## config.mk

```make
export PLATFORM = sky130hd
export DESIGN_NAME = uart_cmd_link
export DESIGN_NICKNAME = d
export VERILOG_FILES = /design/src/rtl/uart_pkg.sv /design/src/rtl/uart_rx_byte.sv /design/src/rtl/uart_cmd_link.sv
export SDC_FILE = /design/constraint.sdc
export NUM_CORES = 1
export LEC_CHECK = 0
export ABC_AREA = 1
export BUFFER_PORTS_ARGS = -buffer_cell sky130_fd_sc_hd__buf_2
export CAP_MARGIN = 20
export CORE_ASPECT_RATIO = 0.9
export CORE_MARGIN = 2
export CORE_UTILIZATION = 35
export CTS_CLUSTER_SIZE = 28
export DETAILED_ROUTE_END_ITERATION = 10
export HOLD_SLACK_MARGIN = 0.12
export SLEW_MARGIN = 0
export SYNTH_ARGS = -nofsm -noshare
export SYNTH_HDL_FRONTEND = slang
export SYNTH_SLANG_ARGS = --single-unit
```

## constraint.sdc

```tcl
create_clock -name clk_i -period 1.64 [get_ports clk_i]
set_input_delay 0 -clock clk_i [delete_from_list [all_inputs] [get_ports clk_i]]
set_output_delay 0 -clock clk_i [all_outputs]
set_load 0.03 [all_outputs]
```

## src/rtl/uart_pkg.sv

```systemverilog
// Shared types and default frame constants for the UART command link.
package uart_pkg;

   typedef enum logic [2:0] {
      RX_IDLE,
      RX_START,
      RX_DATA,
      RX_STOP,
      RX_WAIT_IDLE
   } rx_state_t;

   typedef enum logic [1:0] {
      TX_IDLE,
      TX_START,
      TX_DATA,
      TX_STOP
   } tx_state_t;

   localparam logic [7:0] DEF_CMD_A    = 8'h01;
   localparam logic [7:0] DEF_CMD_B    = 8'h02;
   localparam logic [7:0] DEF_END_BYTE = 8'h0F;

endpackage

```

## src/rtl/uart_rx_byte.sv

```systemverilog
// Oversampled UART receiver: 2-flop synchroniser, mid-bit sampling,
// one-cycle byte strobe and framing-error strobe.
module uart_rx_byte
   import uart_pkg::*;
#(
   parameter int CLKS_PER_BIT = 868,
   parameter int DATA_BITS    = 8
) (
   input  logic                 clk_i,
   input  logic                 rst_i,
   input  logic                 i_rx,
   output logic [DATA_BITS-1:0] o_data,
   output logic                 o_strobe,
   output logic                 o_ferr
);

   localparam int CW = $clog2(CLKS_PER_BIT);
   localparam int BW = $clog2(DATA_BITS);
   localparam logic [CW-1:0] HALF = CW'(CLKS_PER_BIT / 2 - 1);
   localparam logic [CW-1:0] FULL = CW'(CLKS_PER_BIT - 1);
   localparam logic [BW-1:0] LAST = BW'(DATA_BITS - 1);

   logic [1:0]           r_sync;
   logic                 w_rx;
   rx_state_t            r_state, w_state_n;
   logic [CW-1:0]        r_cnt, w_cnt_n;
   logic [BW-1:0]        r_bit, w_bit_n;
   logic [DATA_BITS-1:0] r_shift, w_shift_n;

   assign w_rx   = r_sync[1];
   assign o_data = r_shift;

   always_ff @(posedge clk_i) begin
      if (rst_i) begin
         r_sync  <= 2'b11;
         r_state <= RX_IDLE;
         r_cnt   <= '0;
         r_bit   <= '0;
         r_shift <= '0;
      end else begin
         r_sync  <= {r_sync[0], i_rx};
         r_state <= w_state_n;
         r_cnt   <= w_cnt_n;
         r_bit   <= w_bit_n;
         r_shift <= w_shift_n;
      end
   end

   always_comb begin
      w_state_n = r_state;
      w_cnt_n   = r_cnt + CW'(1);
      w_bit_n   = r_bit;
      w_shift_n = r_shift;
      o_strobe  = 1'b0;
      o_ferr    = 1'b0;
      unique case (r_state)
         RX_IDLE: begin
            w_cnt_n = '0;
            if (!w_rx) w_state_n = RX_START;
         end
         RX_START: begin
            if (r_cnt == HALF) begin
               w_cnt_n   = '0;
               w_bit_n   = '0;
               w_state_n = w_rx ? RX_IDLE : RX_DATA;
            end
         end
         RX_DATA: begin
            if (r_cnt == FULL) begin
               w_cnt_n   = '0;
               w_shift_n = {w_rx, r_shift[DATA_BITS-1:1]};
               if (r_bit == LAST) w_state_n = RX_STOP;
               else w_bit_n = r_bit + BW'(1);
            end
         end
         RX_STOP: begin
            if (r_cnt == FULL) begin
               w_cnt_n = '0;
               if (w_rx) begin
                  o_strobe  = 1'b1;
                  w_state_n = RX_IDLE;
               end else begin
                  o_ferr    = 1'b1;
                  w_state_n = RX_WAIT_IDLE;
               end
            end
         end
         RX_WAIT_IDLE: begin
            w_cnt_n = '0;
            if (w_rx) w_state_n = RX_IDLE;
         end
         default: begin
            w_cnt_n   = '0;
            w_state_n = RX_IDLE;
         end
      endcase
   end

endmodule

```

## src/rtl/uart_cmd_link.sv

```systemverilog
// UART command link: frame assembler with abort checks on the RX side,
// valid/ready serialiser on the TX side.
module uart_cmd_link
   import uart_pkg::*;
#(
   parameter int                   CLKS_PER_BIT = 868,
   parameter int                   DATA_BITS    = 8,
   parameter int                   FRAME_BYTES  = 6,
   parameter logic [DATA_BITS-1:0] CMD_A        = DATA_BITS'(DEF_CMD_A),
   parameter logic [DATA_BITS-1:0] CMD_B        = DATA_BITS'(DEF_CMD_B),
   parameter logic [DATA_BITS-1:0] END_BYTE     = DATA_BITS'(DEF_END_BYTE),
   parameter int                   TIMEOUT_BITS = 20
) (
   input  logic                             clk_i,
   input  logic                             rst_i,
   input  logic                             UART_RX,
   output logic                             UART_TX,
   input  logic [DATA_BITS-1:0]             tx_data_i,
   input  logic                             tx_valid_i,
   output logic                             tx_ready_o,
   output logic [DATA_BITS*FRAME_BYTES-1:0] RX_buff,
   output logic                             Data_Ready,
   output logic                             frame_valid_o,
   output logic                             frame_error_o
);

   localparam int IW   = $clog2(FRAME_BYTES);
   localparam int TOUT = TIMEOUT_BITS * CLKS_PER_BIT;
   localparam int TW   = $clog2(TOUT + 1);
   localparam int CW   = $clog2(CLKS_PER_BIT);
   localparam int BW   = $clog2(DATA_BITS);
   localparam logic [IW-1:0] IDX_LAST = IW'(FRAME_BYTES - 1);
   localparam logic [TW-1:0] TO_END   = TW'(TOUT - 1);
   localparam logic [CW-1:0] FULL     = CW'(CLKS_PER_BIT - 1);
   localparam logic [BW-1:0] LAST     = BW'(DATA_BITS - 1);

   logic [DATA_BITS-1:0] w_byte;
   logic                 w_strobe;
   logic                 w_ferr;

   uart_rx_byte #(
      .CLKS_PER_BIT(CLKS_PER_BIT),
      .DATA_BITS   (DATA_BITS)
   ) u_rx (
      .clk_i   (clk_i),
      .rst_i   (rst_i),
      .i_rx    (UART_RX),
      .o_data  (w_byte),
      .o_strobe(w_strobe),
      .o_ferr  (w_ferr)
   );

   // Working slots FRAME_BYTES-1..1; the terminator never needs storing.
   logic [FRAME_BYTES-1:1][DATA_BITS-1:0] r_work;
   logic [DATA_BITS*FRAME_BYTES-1:0]      r_buff;
   logic [IW-1:0]                         r_idx;
   logic [IW-1:0]                         w_slot;
   logic [TW-1:0]                         r_to;
   logic                                  w_timeout;
   logic                                  r_dr, r_fv, r_fe;

   assign w_slot        = IDX_LAST - r_idx;
   assign w_timeout     = (r_idx != '0) && (r_to == TO_END);
   assign RX_buff       = r_buff;
   assign Data_Ready    = r_dr;
   assign frame_valid_o = r_fv;
   assign frame_error_o = r_fe;

   always_ff @(posedge clk_i) begin
      if (rst_i) begin
         r_work <= '0;
         r_buff <= '0;
         r_idx  <= '0;
         r_to   <= '0;
         r_dr   <= 1'b0;
         r_fv   <= 1'b0;
         r_fe   <= 1'b0;
      end else begin
         r_fv <= 1'b0;
         r_fe <= 1'b0;
         if (w_strobe || r_idx == '0) r_to <= '0;
         else r_to <= r_to + TW'(1);
         if (w_strobe) begin
            if (r_idx == '0) begin
               if (w_byte == CMD_A || w_byte == CMD_B) begin
                  r_work[FRAME_BYTES-1] <= w_byte;
                  r_idx <= IW'(1);
                  r_dr  <= 1'b0;
               end
            end else if (r_idx == IDX_LAST) begin
               r_idx <= '0;
               if (w_byte == END_BYTE) begin
                  r_buff <= {r_work, w_byte};
                  r_fv   <= 1'b1;
                  r_dr   <= 1'b1;
               end else begin
                  r_fe <= 1'b1;
               end
            end else begin
               r_work[w_slot] <= w_byte;
               r_idx <= r_idx + IW'(1);
            end
         end else if (r_idx != '0 && (w_ferr || w_timeout)) begin
            r_idx <= '0;
            r_fe  <= 1'b1;
         end
      end
   end

   tx_state_t            r_ts, w_ts_n;
   logic [CW-1:0]        r_tc, w_tc_n;
   logic [BW-1:0]        r_tb, w_tb_n;
   logic [DATA_BITS-1:0] r_tsh, w_tsh_n;
   logic                 r_txd, w_txd_n;

   assign tx_ready_o = (r_ts == TX_IDLE);
   assign UART_TX    = r_txd;

   always_ff @(posedge clk_i) begin
      if (rst_i) begin
         r_ts  <= TX_IDLE;
         r_tc  <= '0;
         r_tb  <= '0;
         r_tsh <= '0;
         r_txd <= 1'b1;
      end else begin
         r_ts  <= w_ts_n;
         r_tc  <= w_tc_n;
         r_tb  <= w_tb_n;
         r_tsh <= w_tsh_n;
         r_txd <= w_txd_n;
      end
   end

   always_comb begin
      w_ts_n  = r_ts;
      w_tc_n  = r_tc + CW'(1);
      w_tb_n  = r_tb;
      w_tsh_n = r_tsh;
      unique case (r_ts)
         TX_IDLE: begin
            w_tc_n = '0;
            if (tx_valid_i) begin
               w_tsh_n = tx_data_i;
               w_ts_n  = TX_START;
            end
         end
         TX_START: begin
            if (r_tc == FULL) begin
               w_tc_n = '0;
               w_tb_n = '0;
               w_ts_n = TX_DATA;
            end
         end
         TX_DATA: begin
            if (r_tc == FULL) begin
               w_tc_n  = '0;
               w_tsh_n = {1'b0, r_tsh[DATA_BITS-1:1]};
               if (r_tb == LAST) w_ts_n = TX_STOP;
               else w_tb_n = r_tb + BW'(1);
            end
         end
         TX_STOP: begin
            if (r_tc == FULL) begin
               w_tc_n = '0;
               w_ts_n = TX_IDLE;
            end
         end
         default: begin
            w_tc_n = '0;
            w_ts_n = TX_IDLE;
         end
      endcase
      // Line level follows the state being entered so the pin is a flop.
      w_txd_n = (w_ts_n == TX_START) ? 1'b0 :
                (w_ts_n == TX_DATA)  ? w_tsh_n[0] : 1'b1;
   end

endmodule
```

==> run_results.csv <==
group,metric,value,unit
floorplan,start_util,35.9,%
floorplan,num_rows,47,
sta,rsz0062_at_grt,"yes",
power,p_total,8.84,mW
synthesis,synth_edf_count,0,
drt,wl_per_cell,13.4,um
synthesis,ys_types,43,
sta,setup_viol,77,
cts,path_clk_slew,0.07,ns
sta,worst_pin_slew,0.647,ns
floorplan,core_area,18500,sq um
floorplan,die_area,20100,sq um
finish,drive_gt1_share,38.3,%
place,pre_cts_ws,-0.157,ns
sta,post-route-worst-setup-slack,-0.162,ns
setup_path,path_delay_family,"buffers and inverters",
grt,grt_pass1_wl,26500,um
sta,post-route-min-period,1.80,ns
finish,synthToLayoutAreaGrowth,46.7,%
setup_path,critPathMaxFanout,7,
cts,cts_max_path_buffers,2,
place,gp_congestion,0.851,
place,port_buffers,64,
setup_path,rr_worst_depth,10,
synthesis,syn_area,6640,sq um
drt,detail_route.iter0.violations,302,
sta,finClkSkew,0.00807,ns
flow_run,maxCapViolCount,0,
grt,antenna_found_initial,0,
power,power.leakage,3.96,nW
place,dp_cells,1221,
synthesis,avgSynthCellArea,7.71,sq um
setup_path,worstSetupStartpointType,"flip-flop",
cts,clock-root-buffer,"clkbuf_16",
synthesis,synth_nets,884,
finish,finalNonFillerCells,1308,
hold_path,whs_path_depth,3,
setup_path,r2r-end,"RX_buff[28]",
drt,postRouteAntennaNets,0,
synthesis,postSynth.asyncResetShare,0,%
floorplan,io_pins,65,
finish,nets,1072,
grt,grt_max_degree,58,
setup_path,r2r_start,"r_idx[1]",
hold_path,hold_class,"input pin to flip-flop",
drt,met1_length,8090,um
floorplan,die_w,149,um
grt,overflow,0,
power,powerDensity,907,nW/um^2
synthesis,ys_ff_latch,159,
drt,drcViolationCount,0,
cts,tritoncts,"built",
drt,dr_wl_met2,8180,um
setup_path,endpoint_kind,"flip-flop",
drt,wl,17500,um
cts,worstSkewPairLatency,0.43,ns
setup_path,critical_path_arrival,2.13,ns
cts,cts.sinks,159,
finish,fillers,1683,
setup_path,cpMaxStageDelayCell,"dfxtp_2",
finish,diodes,0,
setup_path,cpPeakStageDelay,0.32,ns
synthesis,synth.area.top_cells,"dfxtp_1 (48%), inv_1 (8.5%), a21oi_1 (7.9%)",
cts,cts_buffers,17,
outcome,status,"complete, but fails checks",
synthesis,ys_seq_area_share,47.9,%
hold_path,min_to,"u_rx.r_sync[0]",
cts,h-tree-depth,4,
synthesis,ys_top_cells_by_count,"dfxtp_1 (159), inv_1 (150), nand2_1 (112)",
synthesis,yosys_warnings,0,
sta,slew_violations,0,
drt,vias,6238,
synthesis,syn_inst,862,
drt,vias_per_cell,4.77,
drt,route.met3.wl,841,um
sta,relSlewSlack,56.9,%
synthesis,synth_most_common_cell,"dfxtp_1",
grt,grtUsageTotal,16.5,%
setup_path,rrSetupSlack,-0.16,ns
setup_path,path_cells,"buf_4, nor2_1, nand2_1, inv_1, nand3_4, buf_12, buf_8, buf_16, o21ai_2, a21oi_2",
power,vdd.ir_drop.worst,0.749,mV
sta,hold_viol,0,
sta,finalCritPeriodShare,110,%
setup_path,crit_required,1.97,ns
setup_path,crit_buf_inv,5,
drt,routed.top_layer,"met4",
synthesis,synth_top_area_cell,"dfxtp_1",
synthesis,synth.top_cell.area_share,47.9,%
hold_path,hold_start,"UART_RX",
drt,firstDrtPassIters,5,
synthesis,synth_ff_type,"dfxtp_1",
place,dp.final_hpwl,9840,um
sta,max_freq,555,MHz
setup_path,critPathKind,"flip-flop to flip-flop",
floorplan,die_h,135,um
outcome,violations,"negative setup slack",
grt,grt_pass1_vias,5653,
==> metrics by stage <==
| stage | hold WS (ns) | instance area [sq um] | util (%) | setup TNS [ns] |
|---|---|---|---|---|
| 5_1_grt | 0.296 | 9750 | 52.6 | -11.83 |
| 3_5_place_dp | 0.193 | 7760 | 41.9 | -5.39 |
| 6_report | 0.288 | 9750 | 52.6 | -6.38 |
| 2_1_floorplan | 0.104 | 6670 | - | 0 |
| 3_3_place_gp | 0.194 | 7760 | 41.9 | -1.73 |
| 4_1_cts | 0.273 | 8960 | 48.4 | -1.42 |
==> how the worst max path moves through the flow <==
| stage | cells after the start | endpoint | start |
|---|---|---|---|
| 2_1_floorplan | 8 | r_to[10] | r_idx[0] |
| 6_report | 10 | RX_buff[28] | r_idx[1] |
| 3_5_place_dp | 11 | RX_buff[18] | u_rx.r_cnt[1] |
| 5_1_grt | 11 | r_work[20] | u_rx.r_cnt[6] |
| 3_3_place_gp | 11 | RX_buff[45] | u_rx.r_cnt[1] |
| 4_1_cts | 13 | RX_buff[12] | u_rx.r_cnt[0] |
==> state kept, by name, indices dropped and copies added (netlist names), 8 cells and up <==
register     cells
u_rx.r_cnt      10
r_tsh            8
r_work          40
u_rx.o_data      8
r_to            15
RX_buff         48
r_tc            10
==> placed cells by master (no fill, tap or decap), drive strengths merged, types with 10 or more instances in the layout <==
master and instances:
inv 154, dfxtp 159, clkbuf 22, o21ai 91
dlygate4sd3 11, nand3 40, nand2 117, nor3 20
a21oi 111, buf 184, nand4 12, nor2 80
ha 10
==> worst register-to-register path, stage by stage (launching register included) <==
cell and delay (ns):
dfxtp_2 0.32, buf_4 0.14, nor2_1 0.16, nand2_1 0.12, inv_1 0.18, nand3_4 0.16
buf_12 0.17, buf_8 0.13, buf_16 0.15, o21ai_2 0.14, a21oi_2 0.04
==> cells by family after synthesis <==
family	Yosys count	synth area share, %
AO/OA/AOI/OAI	219	17.7
XOR/XNOR	7	0.923
adder cells (fa/ha/maj)	10	1.88
buffers and inverters	185	11.4
flip-flops	159	47.9
AND/OR/NAND/NOR	282	20.2
==> metal layers <==
metal	track usage, %	up-vias
met5	0	-
met4	6.93	0
met3	3.99	33
met2	25.6	137
met1	21.9	2893
li1	-	3175
==> timing repair <==
| item | 4_1_cts | 5_1_grt |
|---|---|---|
| endpoints found under the setup margin | 82 | 138 |
| buffers inserted | 15 | 22 |
| pin swaps | 13 | 37 |
| resized for setup | 106 | 173 |
| endpoints found under the hold margin | 12 | 0 |
| cloned | 6 | 4 |
| hold buffers | 11 | 0 |
==> cell type report <==
| type | count | area, sq um | area share (%) |
|---|---|---|---|
| inverters | 154 | 583 | 5.98 |
| flip-flops and latches | 159 | 3200 | 32.8 |
| clock inverters | 12 | 161 | 1.66 |
| well taps | 245 | 307 | 3.15 |
| repair buffers | 197 | 1630 | 16.8 |
| multi-input cells | 521 | 3420 | 35.1 |
| clock buffers | 20 | 447 | 4.58 |
==> report_power, final <==
part | switching (mW) | total, mW | internal, mW
Clock | 1.65 | 4.10 | 2.44
Combinational | 0.457 | 0.785 | 0.328
Sequential | 0.0430 | 3.96 | 3.91
Total | 2.15 | 8.84 | 6.69
(Power assumes the default switching activity.)
